[src/rtl/queue_op_sched_pkg.sv]
// queue_op_sched_pkg: opcodes, FSM states and width helpers for the shared deque scheduler
package queue_op_sched_pkg;
    typedef enum logic [1:0] {
        PUSH_BACK  = 2'b00,
        PUSH_FRONT = 2'b01,
        POP_FRONT  = 2'b10,
        POP_BACK   = 2'b11
    } op_e;
    typedef enum logic [1:0] {IDLE, EXEC, RESP} state_e;
    function automatic int ptr_w(input int depth);
        return $clog2(depth);
    endfunction
    function automatic int cnt_w(input int depth);
        return $clog2(depth) + 1;
    endfunction
endpackage

[src/rtl/rr_arbiter.sv]
// rr_arbiter: picks the first asserted request at or after ptr_i, searching circularly
module rr_arbiter #(
    parameter int N = 4
) (
    input  logic [N-1:0]         req_i,
    input  logic [$clog2(N)-1:0] ptr_i,
    output logic [N-1:0]         gnt_o,
    output logic [$clog2(N)-1:0] idx_o
);
    localparam int IW = $clog2(N);
    logic [IW-1:0] j;
    // Walk from the farthest offset back to ptr_i so the nearest request wins
    always_comb begin
        gnt_o = '0;
        idx_o = '0;
        j     = '0;
        for (int k = N - 1; k >= 0; k--) begin
            j = IW'((int'(ptr_i) + k) % N);
            if (req_i[j]) begin
                gnt_o = N'(1) << j;
                idx_o = j;
            end
        end
    end
endmodule

[src/rtl/queue_op_scheduler.sv]
// queue_op_scheduler: round-robin shared deque with IDLE/EXEC/RESP transaction FSM
// Optional error counter output err_cnt under QUEUE_OP_SCHED_STATS_EN.
module queue_op_scheduler
    import queue_op_sched_pkg::*;
#(
    parameter int NUM_REQ = 4,
    parameter int DATA_W  = 8,
    parameter int DEPTH   = 16
) (
    input  logic                        clk,
    input  logic                        rst_n,
    input  logic [NUM_REQ-1:0]          req_valid,
    input  logic [2*NUM_REQ-1:0]        req_op,
    input  logic [NUM_REQ*DATA_W-1:0]   req_data,
    output logic [NUM_REQ-1:0]          req_ready,
    output logic                        rsp_valid,
    output logic [$clog2(NUM_REQ)-1:0]  rsp_id,
    output logic [DATA_W-1:0]           rsp_data,
    output logic                        rsp_err,
    output logic [cnt_w(DEPTH)-1:0]     count,
    output logic                        full,
    output logic                        empty
`ifdef QUEUE_OP_SCHED_STATS_EN
    ,
    output logic [15:0]                 err_cnt
`endif
);
    localparam int IW = $clog2(NUM_REQ);
    localparam int PW = ptr_w(DEPTH);
    localparam int CW = cnt_w(DEPTH);

    state_e              state_q, state_d;
    op_e                 op_q, op_d;
    logic [DATA_W-1:0]   data_q, data_d;
    logic [IW-1:0]       id_q, id_d, rr_q, rr_d, rsp_id_q, rsp_id_d;
    logic [PW-1:0]       head_q, head_d, tail_q, tail_d, wr_addr;
    logic [CW-1:0]       count_q, count_d;
    logic [DATA_W-1:0]   rsp_data_q, rsp_data_d;
    logic                rsp_err_q, rsp_err_d, wr_en, is_push, op_err;
    logic [NUM_REQ-1:0]  gnt;
    logic [IW-1:0]       gnt_idx;
    logic [DATA_W-1:0]   mem [DEPTH];
    logic [1:0]          op_arr [NUM_REQ];
    logic [DATA_W-1:0]   data_arr [NUM_REQ];

    for (genvar g = 0; g < NUM_REQ; g++) begin : g_unpack
        assign op_arr[g]   = req_op[2*g +: 2];
        assign data_arr[g] = req_data[g*DATA_W +: DATA_W];
    end

    rr_arbiter #(.N(NUM_REQ)) u_arb (
        .req_i (req_valid),
        .ptr_i (rr_q),
        .gnt_o (gnt),
        .idx_o (gnt_idx)
    );

    assign full    = count_q == CW'(DEPTH);
    assign empty   = count_q == '0;
    assign is_push = !op_q[1];
    assign op_err  = is_push ? full : empty;

    always_ff @(posedge clk) begin
        if (!rst_n) state_q <= IDLE;
        else        state_q <= state_d;
    end

    always_comb begin
        state_d = state_q;
        case (state_q)
            IDLE:    state_d = |req_valid ? EXEC : IDLE;
            EXEC:    state_d = RESP;
            default: state_d = IDLE;
        endcase
    end

    always_comb begin
        req_ready = state_q == IDLE ? gnt : '0;
        rsp_valid = state_q == RESP;
        rsp_id    = rsp_id_q;
        rsp_data  = rsp_data_q;
        rsp_err   = rsp_err_q;
        count     = count_q;
    end

    always_comb begin
        op_d       = op_q;
        data_d     = data_q;
        id_d       = id_q;
        rr_d       = rr_q;
        head_d     = head_q;
        tail_d     = tail_q;
        count_d    = count_q;
        rsp_id_d   = rsp_id_q;
        rsp_data_d = rsp_data_q;
        rsp_err_d  = rsp_err_q;
        wr_en      = 1'b0;
        wr_addr    = tail_q;
        if (state_q == IDLE && |req_valid) begin
            op_d   = op_e'(op_arr[gnt_idx]);
            data_d = data_arr[gnt_idx];
            id_d   = gnt_idx;
            rr_d   = gnt_idx == IW'(NUM_REQ - 1) ? '0 : gnt_idx + 1'b1;
        end
        // Overflow/underflow leaves pointers and count untouched and returns zero data
        if (state_q == EXEC) begin
            rsp_id_d   = id_q;
            rsp_err_d  = op_err;
            rsp_data_d = '0;
            if (!op_err) begin
                count_d = is_push ? count_q + 1'b1 : count_q - 1'b1;
                case (op_q)
                    PUSH_BACK: begin
                        wr_en   = 1'b1;
                        wr_addr = tail_q;
                        tail_d  = tail_q + 1'b1;
                    end
                    PUSH_FRONT: begin
                        wr_en   = 1'b1;
                        wr_addr = head_q - 1'b1;
                        head_d  = head_q - 1'b1;
                    end
                    POP_FRONT: begin
                        rsp_data_d = mem[head_q];
                        head_d     = head_q + 1'b1;
                    end
                    default: begin
                        rsp_data_d = mem[tail_q - 1'b1];
                        tail_d     = tail_q - 1'b1;
                    end
                endcase
            end
        end
    end

    always_ff @(posedge clk) begin
        if (!rst_n) begin
            op_q       <= PUSH_BACK;
            data_q     <= '0;
            id_q       <= '0;
            rr_q       <= '0;
            head_q     <= '0;
            tail_q     <= '0;
            count_q    <= '0;
            rsp_id_q   <= '0;
            rsp_data_q <= '0;
            rsp_err_q  <= 1'b0;
        end else begin
            op_q       <= op_d;
            data_q     <= data_d;
            id_q       <= id_d;
            rr_q       <= rr_d;
            head_q     <= head_d;
            tail_q     <= tail_d;
            count_q    <= count_d;
            rsp_id_q   <= rsp_id_d;
            rsp_data_q <= rsp_data_d;
            rsp_err_q  <= rsp_err_d;
        end
    end

    always_ff @(posedge clk) begin
        if (rst_n && wr_en) mem[wr_addr] <= data_q;
    end

`ifdef QUEUE_OP_SCHED_STATS_EN
    logic [15:0] err_cnt_q;
    always_ff @(posedge clk) begin
        if (!rst_n)
            err_cnt_q <= '0;
        else if (state_q == RESP && rsp_err_q && err_cnt_q != 16'hFFFF)
            err_cnt_q <= err_cnt_q + 1'b1;
    end
    assign err_cnt = err_cnt_q;
`endif
endmodule

[config.mk]
export PLATFORM = sky130hd
export DESIGN_NAME = queue_op_scheduler
export DESIGN_NICKNAME = d
export VERILOG_FILES = /design/src/rtl/queue_op_sched_pkg.sv /design/src/rtl/rr_arbiter.sv /design/src/rtl/queue_op_scheduler.sv
export SDC_FILE = /design/constraint.sdc
export NUM_CORES = 1
export LEC_CHECK = 0
export BUFFER_PORTS_ARGS = -buffer_cell sky130_fd_sc_hd__buf_2
export CAP_MARGIN = 10
export CORE_ASPECT_RATIO = 1.4
export CORE_MARGIN = 1
export CORE_UTILIZATION = 60
export CTS_CLUSTER_SIZE = 40
export DETAILED_ROUTE_END_ITERATION = 7
export GPL_TIMING_DRIVEN = 0
export HOLD_SLACK_MARGIN = 0.06
export PLACE_DENSITY = 0.83
export SYNTH_ARGS = -nofsm -noshare
export SYNTH_HDL_FRONTEND = slang
export SYNTH_SLANG_ARGS = --single-unit
[constraint.sdc]
create_clock -name clk -period 4.7 [get_ports clk]
set_clock_uncertainty 0.2 [all_clocks]
set_input_delay 0.94 -clock clk [delete_from_list [all_inputs] [get_ports clk]]
set_output_delay 0.94 -clock clk [all_outputs]
set_load 0.1 [all_outputs]
Word level (Yosys, flattened, before mapping)
Memories as Yosys holds them, arrays and structs flattened. A register that Yosys moved wholly into a read port is not among the register bits. Cells that the tools add are included.

Add/sub/neg operators: 10. Magnitude comparators: 5. Eq/ne operators: 6. Shift operators: 4. Multiplexer cells: 42. Bitwise operators: 3. Reduce and logical (&&, ||, !) cells: 12.

Operators with widths (count): 4-bit 2-to-1 mux (10); 8-bit 2-to-1 mux (3); 8-bit binary-select mux with 2-bit select (1); 4-bit one-hot mux with 2 select lines (2); 8-bit one-hot mux with 2 select lines (1); 1-bit by 2-bit << shifter with 4-bit output, first input constant (4); 2-bit 2-to-1 mux (7); 2-bit by 3-bit less-than comparator with 1-bit output, second input constant (4); 1-bit 2-to-1 mux (11); 4-bit by 1-bit adder with 4-bit output, second input constant (2); 1-bit binary-select mux with 2-bit select (4); 4-bit by 1-bit subtractor with 4-bit output, second input constant (2); 2-bit == test, second input constant (3); 3-bit AND reduction (2); 5-bit by 1-bit adder with 5-bit output, second input constant (1); 5-bit == test, second input constant (1); 5-bit logical NOT (1); 5-bit 2-to-1 mux (1); 5-bit by 1-bit subtractor with 5-bit output, second input constant (1); 2-bit by 1-bit adder with 2-bit output, second input constant (2); 2-bit adder, second input constant (2); 2-bit binary-select mux with 2-bit select (1); 2-bit by 1-bit == test with 1-bit output, second input constant (2); 2-bit logical NOT (2); other kinds (9) (12).

Flip-flop bits (word level): 40. RAM bits: 128. Bits of input ports: 46. Output and inout port bits: 23. Word-level logic and storage cells: 94. Memories kept: 1.

Memories: mem (words 16, width 8, read ports 2, clocked after Yosys merged registers in 1, write ports 1, line queue_op_scheduler.sv:42) `logic [DATA_W-1:0] mem [DEPTH];`.

Depth between registers and ports, before layout
Depth after elaboration: 11. Mapped depth: 14. Mapped depth without buffers: 9.

Modules after synthesis
A second synthesis with hierarchy kept.

Cells, all modules: 605. Area total of the unflattened synthesis: 8817.2 um2.

By module, submodules not included: queue_op_scheduler (instances 1, cells each 545, area an instance 8326.7 um2, seq. area each 4724.5 um2); rr_arbiter (instances 1, cells each 60, area an instance 490.5 um2, seq. area each 0.0 um2).

Worst setup path before layout
Ideal clock, no wire load.

Path kind: register -> output. Start: register rr_q[0]. End: output req_ready[0]. Data arrival time: 4.624 ns. Data required time: 3.560 ns. Slack: -1.064 ns. Cell stages (with the launch flop): 11. Path buffers: 3. Path through: dfxtp_1 > buf_6 > clkbuf_1 > clkbuf_1 > inv_1 > ha_1 > mux4_2 > nor2b_1 > nor3_1 > a21oi_1 > nor3_1.

Cells in the longest elaborated chain, start to end: 8. Elaborated cells between the ends (all ways): 20. Those cells by class: add/sub: 3; shift: 4; mux: 13.

Ends and longest elaborated chain: start: declaration (line queue_op_scheduler.sv:35) `logic [IW-1:0] id_q, id_d, rr_q, rr_d, rsp_id_q, rsp_id_d;`; start signal: assignment (line queue_op_scheduler.sv:152) `rr_q <= rr_d;`; 2-bit adder (line rr_arbiter.sv:18) `j = IW'((int'(ptr_i) + k) % N);`; 1-bit binary-select mux with 2-bit select (line rr_arbiter.sv:19) `if (req_i[j]) begin`; 1-bit 2-to-1 mux (not written as such) (line rr_arbiter.sv:19); 4-bit 2-to-1 mux (3 in a row) (line rr_arbiter.sv:19); 4-bit 2-to-1 mux * (line rr_arbiter.sv:19); 4-bit 2-to-1 mux * (line queue_op_scheduler.sv:78) `req_ready = state_q == IDLE ? gnt : '0;`; end: declaration (line queue_op_scheduler.sv:15) `output logic [NUM_REQ-1:0] req_ready,`.

Every way passes the cells marked *; elsewhere a longest branch is shown, timed or not. The select of a mux whose other input is x is not followed.

Worst setup path in the final report
Same ends and word-level chain as after synthesis.

==> impl_metrics.tcl <==
set metrics [dict create \
    cpLargestDelayFamily "buffers and inverters" \
    drt-wirelength-per-cell_um 26.1 \
    cts.htree.levels 4 \
    yosysMostFrequentCell "edfxtp_1" \
    portBuffers 67 \
    power.switching_w 0.00219 \
    worstSkewPairLatency_ns 0.43 \
    vias 6399 \
    worst_pin_slew_ns 1.21 \
    synth_seq_cells 172 \
    cp_common_cell "buf_6" \
    grt_pass1_vias 6558 \
    clkTransAtPathRegs_ns 0.06 \
    drive_gt1_frac 0.285 \
    synth_area_um2 8860 \
    die_height_um 146 \
    fin_crit_ns 4.58 \
    drt-vias-per-instance 6.92 \
    dieArea_um2 15300 \
    nets 790 \
    drtPass1Iterations 5 \
    antenna_cells 0 \
    grtUsageTotal 0.328 \
    power.density_nw_per_um2 567 \
    multi_input_area_um2 4000 \
    comb_power_share 0.405 \
    power_leakage_nw 3.42 \
    p_seq_frac 0.355 \
    fillers 951 \
    antenna_found_initial 0 \
    worstPathRequired_ns 3.56 \
    synth_area_leader_cell "edfxtp_1" \
    p_int_w 0.00356 \
    gr-total-overflow 0 \
    synth_fp_nets 702 \
    fp.dieW_um 105 \
    clockBufferDepth 2 \
    fmax_ghz 0.219 \
    power.share.switching 0.381 \
    seqCellArea_um2 4730 \
    rsz0062_at_grt "no" \
    slowest_stage "mux4_2" \
    drv_cap 0 \
    synthTopCellsByCount "edfxtp_1, mux4_2, nand2_1" \
    synth_edf_count 128 \
    dpl.cell_count 891 \
    synth_top_area_share 0.434 \
    hpwl_mm 16.7 \
    cts-root-buf "clkbuf_16" \
    drc_errors 0 \
    avgSynthCellArea_um2 14.0 \
    synth-main-ff-cell "edfxtp_1" \
    cts_buffers 17 \
    setup_viol 0 \
    path_cells "buf_6 > buf_2 > clkbuf_4 > inv_1 > ha_4 > mux4_2 > nor2b_1 > nor3_1 > a21oi_2 > nor3_4 > buf_6" \
    grt_pass1_wl_mm 36.2 \
    ioPinCount 69 \
    finalHoldViolCount 0 \
    outcome "finished, final reports clean" \
    clock_power_share 0.240 \
    async_flop_share 0 \
    rows 52 \
    crit_type "reg -> out" \
    final_cells 925 \
    startpoint_type "flop" \
    ys_warn_count 0 \
    seq_area_frac_synth 0.533 \
    synthToLayoutAreaGrowth_pct 14.7 \
    synth_cell_types 50 \
    synthCells 635 \
    crit_arrival_ns 3.44 \
    grt_max_degree 18 \
    slew_headroom 0.191 \
    crit_buf_inv 5 \
    design.core.area_um2 14400 \
    initial_core_util 0.613 \
    drt_iter0_drc 510 \
    hold_class "reg -> reg" \
    gp_congestion 0.956 \
    tns_ns 0 \
    cts_sinks 172 \
    final_max_slew_viol_count 0 \
    min_period_over_period 0.974 \
    cp-end-kind "output port" \
    synthTopCellsByArea "edfxtp_1, mux4_2, dfxtp_1" \
    cpPeakStageDelay_ns 0.57 \
    routed_wl_mm 24.2 \
    peakVddDrop_mv 0.549 \
    cts_hold_buf 0 \
    cp_max_fo 10 \
    tritoncts "built" \
    ant_nets 0 \
]
[metal layers]
metal	wire length, µm	track usage	up-vias
li1	-	-	2678
met1	7880	0.351	3157
met2	12300	0.568	447
met3	2090	0.0770	117
met4	1880	0.232	0
met5	0	0	-
[registers in the layout, indices dropped and copies added, names as in the netlist, named ones only]
name      cells
state_q       2
rsp_err       1
rsp_data      8
rr_q          2
op_q          2
count         5
rsp_id        2
mem         128
head_q        4
data_q        8
tail_q        4
id_q          2
[metrics by stage]
step,util,area (µm²),total power [W],setup slack [ns],hold slack (ns)
after global placement,0.656,9480,0.00416,-0.0613,0.237
after global routing,0.703,10200,0.00594,0.00882,0.285
final,0.703,10200,0.00576,0.124,0.253
after CTS,0.699,10100,0.00565,0.0253,0.259
after floorplan,-,8900,0.00367,0.189,0.232
after detailed placement,0.656,9480,0.00425,-0.137,0.248
[cells in the final DEF, fill, tap and decap left out, drive strengths merged, types with 6 or more instances in the layout]
cell    netlist  final
clkbuf       28     50
mux2          9      9
inv          13     13
dfxtp        44     44
xnor2        12     12
a21oi        21     21
o21ai        15     15
mux2i        25     25
a221oi       10     10
buf          15     84
nor2b        10     10
nand2        60     60
nor2         37     37
nand3        20     20
o211ai       11     11
mux4         76     77
nor3         23     23
a211oi       10     10
ha           20     20
o311ai        6      6
edfxtp      128    128
[logic make-up after synthesis]
logic type,count (synthesis),share of synthesized area
flip-flops,172,0.533
AND/OR/NAND/NOR,167,0.0871
multiplexers,110,0.233
AO/OA/AOI/OAI,94,0.0736
buffers and inverters,56,0.0277
adder cells (fa/ha/maj),21,0.0305
XOR/XNOR,15,0.0148
[what timing repair did]
item / CTS / global route
gates cloned: 0 / 1
setup buffers: 0 / 1
endpoints found under the hold margin: 0 / 0
setup endpoints to repair: 12 / 4
resized for setup: 11 / 10
[worst reg2reg max path, cell delays in order (launching register included)]
cell and delay (ns):
dfxtp_1 0.36, clkbuf_2 0.40, clkbuf_1 0.72, inv_1 0.15, ha_1 0.32, clkbuf_1 0.37, clkbuf_1 0.71, mux4_2 0.42
mux2i_1 0.30, nand2_1 0.12, o211ai_1 0.13, nand3_1 0.10
[power by group through the flow]
| stage | Sequential, W | Combinational, W | Clock [W] |
|---|---|---|---|
| CTS | 0.00203 | 0.00223 | 0.00138 |
| floorplan | 0.00208 | 0.00159 | 0 |
| global route | 0.00205 | 0.00245 | 0.00144 |
| detailed placement | 0.00206 | 0.00219 | 0 |
| global placement | 0.00203 | 0.00212 | 0 |
| finish | 0.00204 | 0.00233 | 0.00138 |
[worst paths after layout]
check	startpoint	endpoint	slack, ns	depth (start not counted)
worst max-delay path	rr_q[0]$_SDFFE_PN0P_	req_ready[0]	0.12	11
worst max register to register	tail_q[0]$_SDFFE_PN0P_	rsp_data[1]$_SDFFE_PN0P_	0.27	11
worst min-delay path	rsp_data[6]$_SDFFE_PN0P_	rsp_data[6]$_SDFFE_PN0P_	0.25	2
worst min register to register	rsp_data[6]$_SDFFE_PN0P_	rsp_data[6]$_SDFFE_PN0P_	0.25	2
[final cells by class]
cell class / instances / share of cell area
Inverter: 13 / 0.00480
Clock buffer: 23 / 0.0461
Clock inverter: 9 / 0.0112
Buffer: 43 / 0.0200
Multi-Input combinational cell: 408 / 0.394
Tap cell: 189 / 0.0233
Sequential cell: 172 / 0.465
Timing Repair Buffer: 68 / 0.0358
Note: power is estimated with default switching activity, not from simulation.
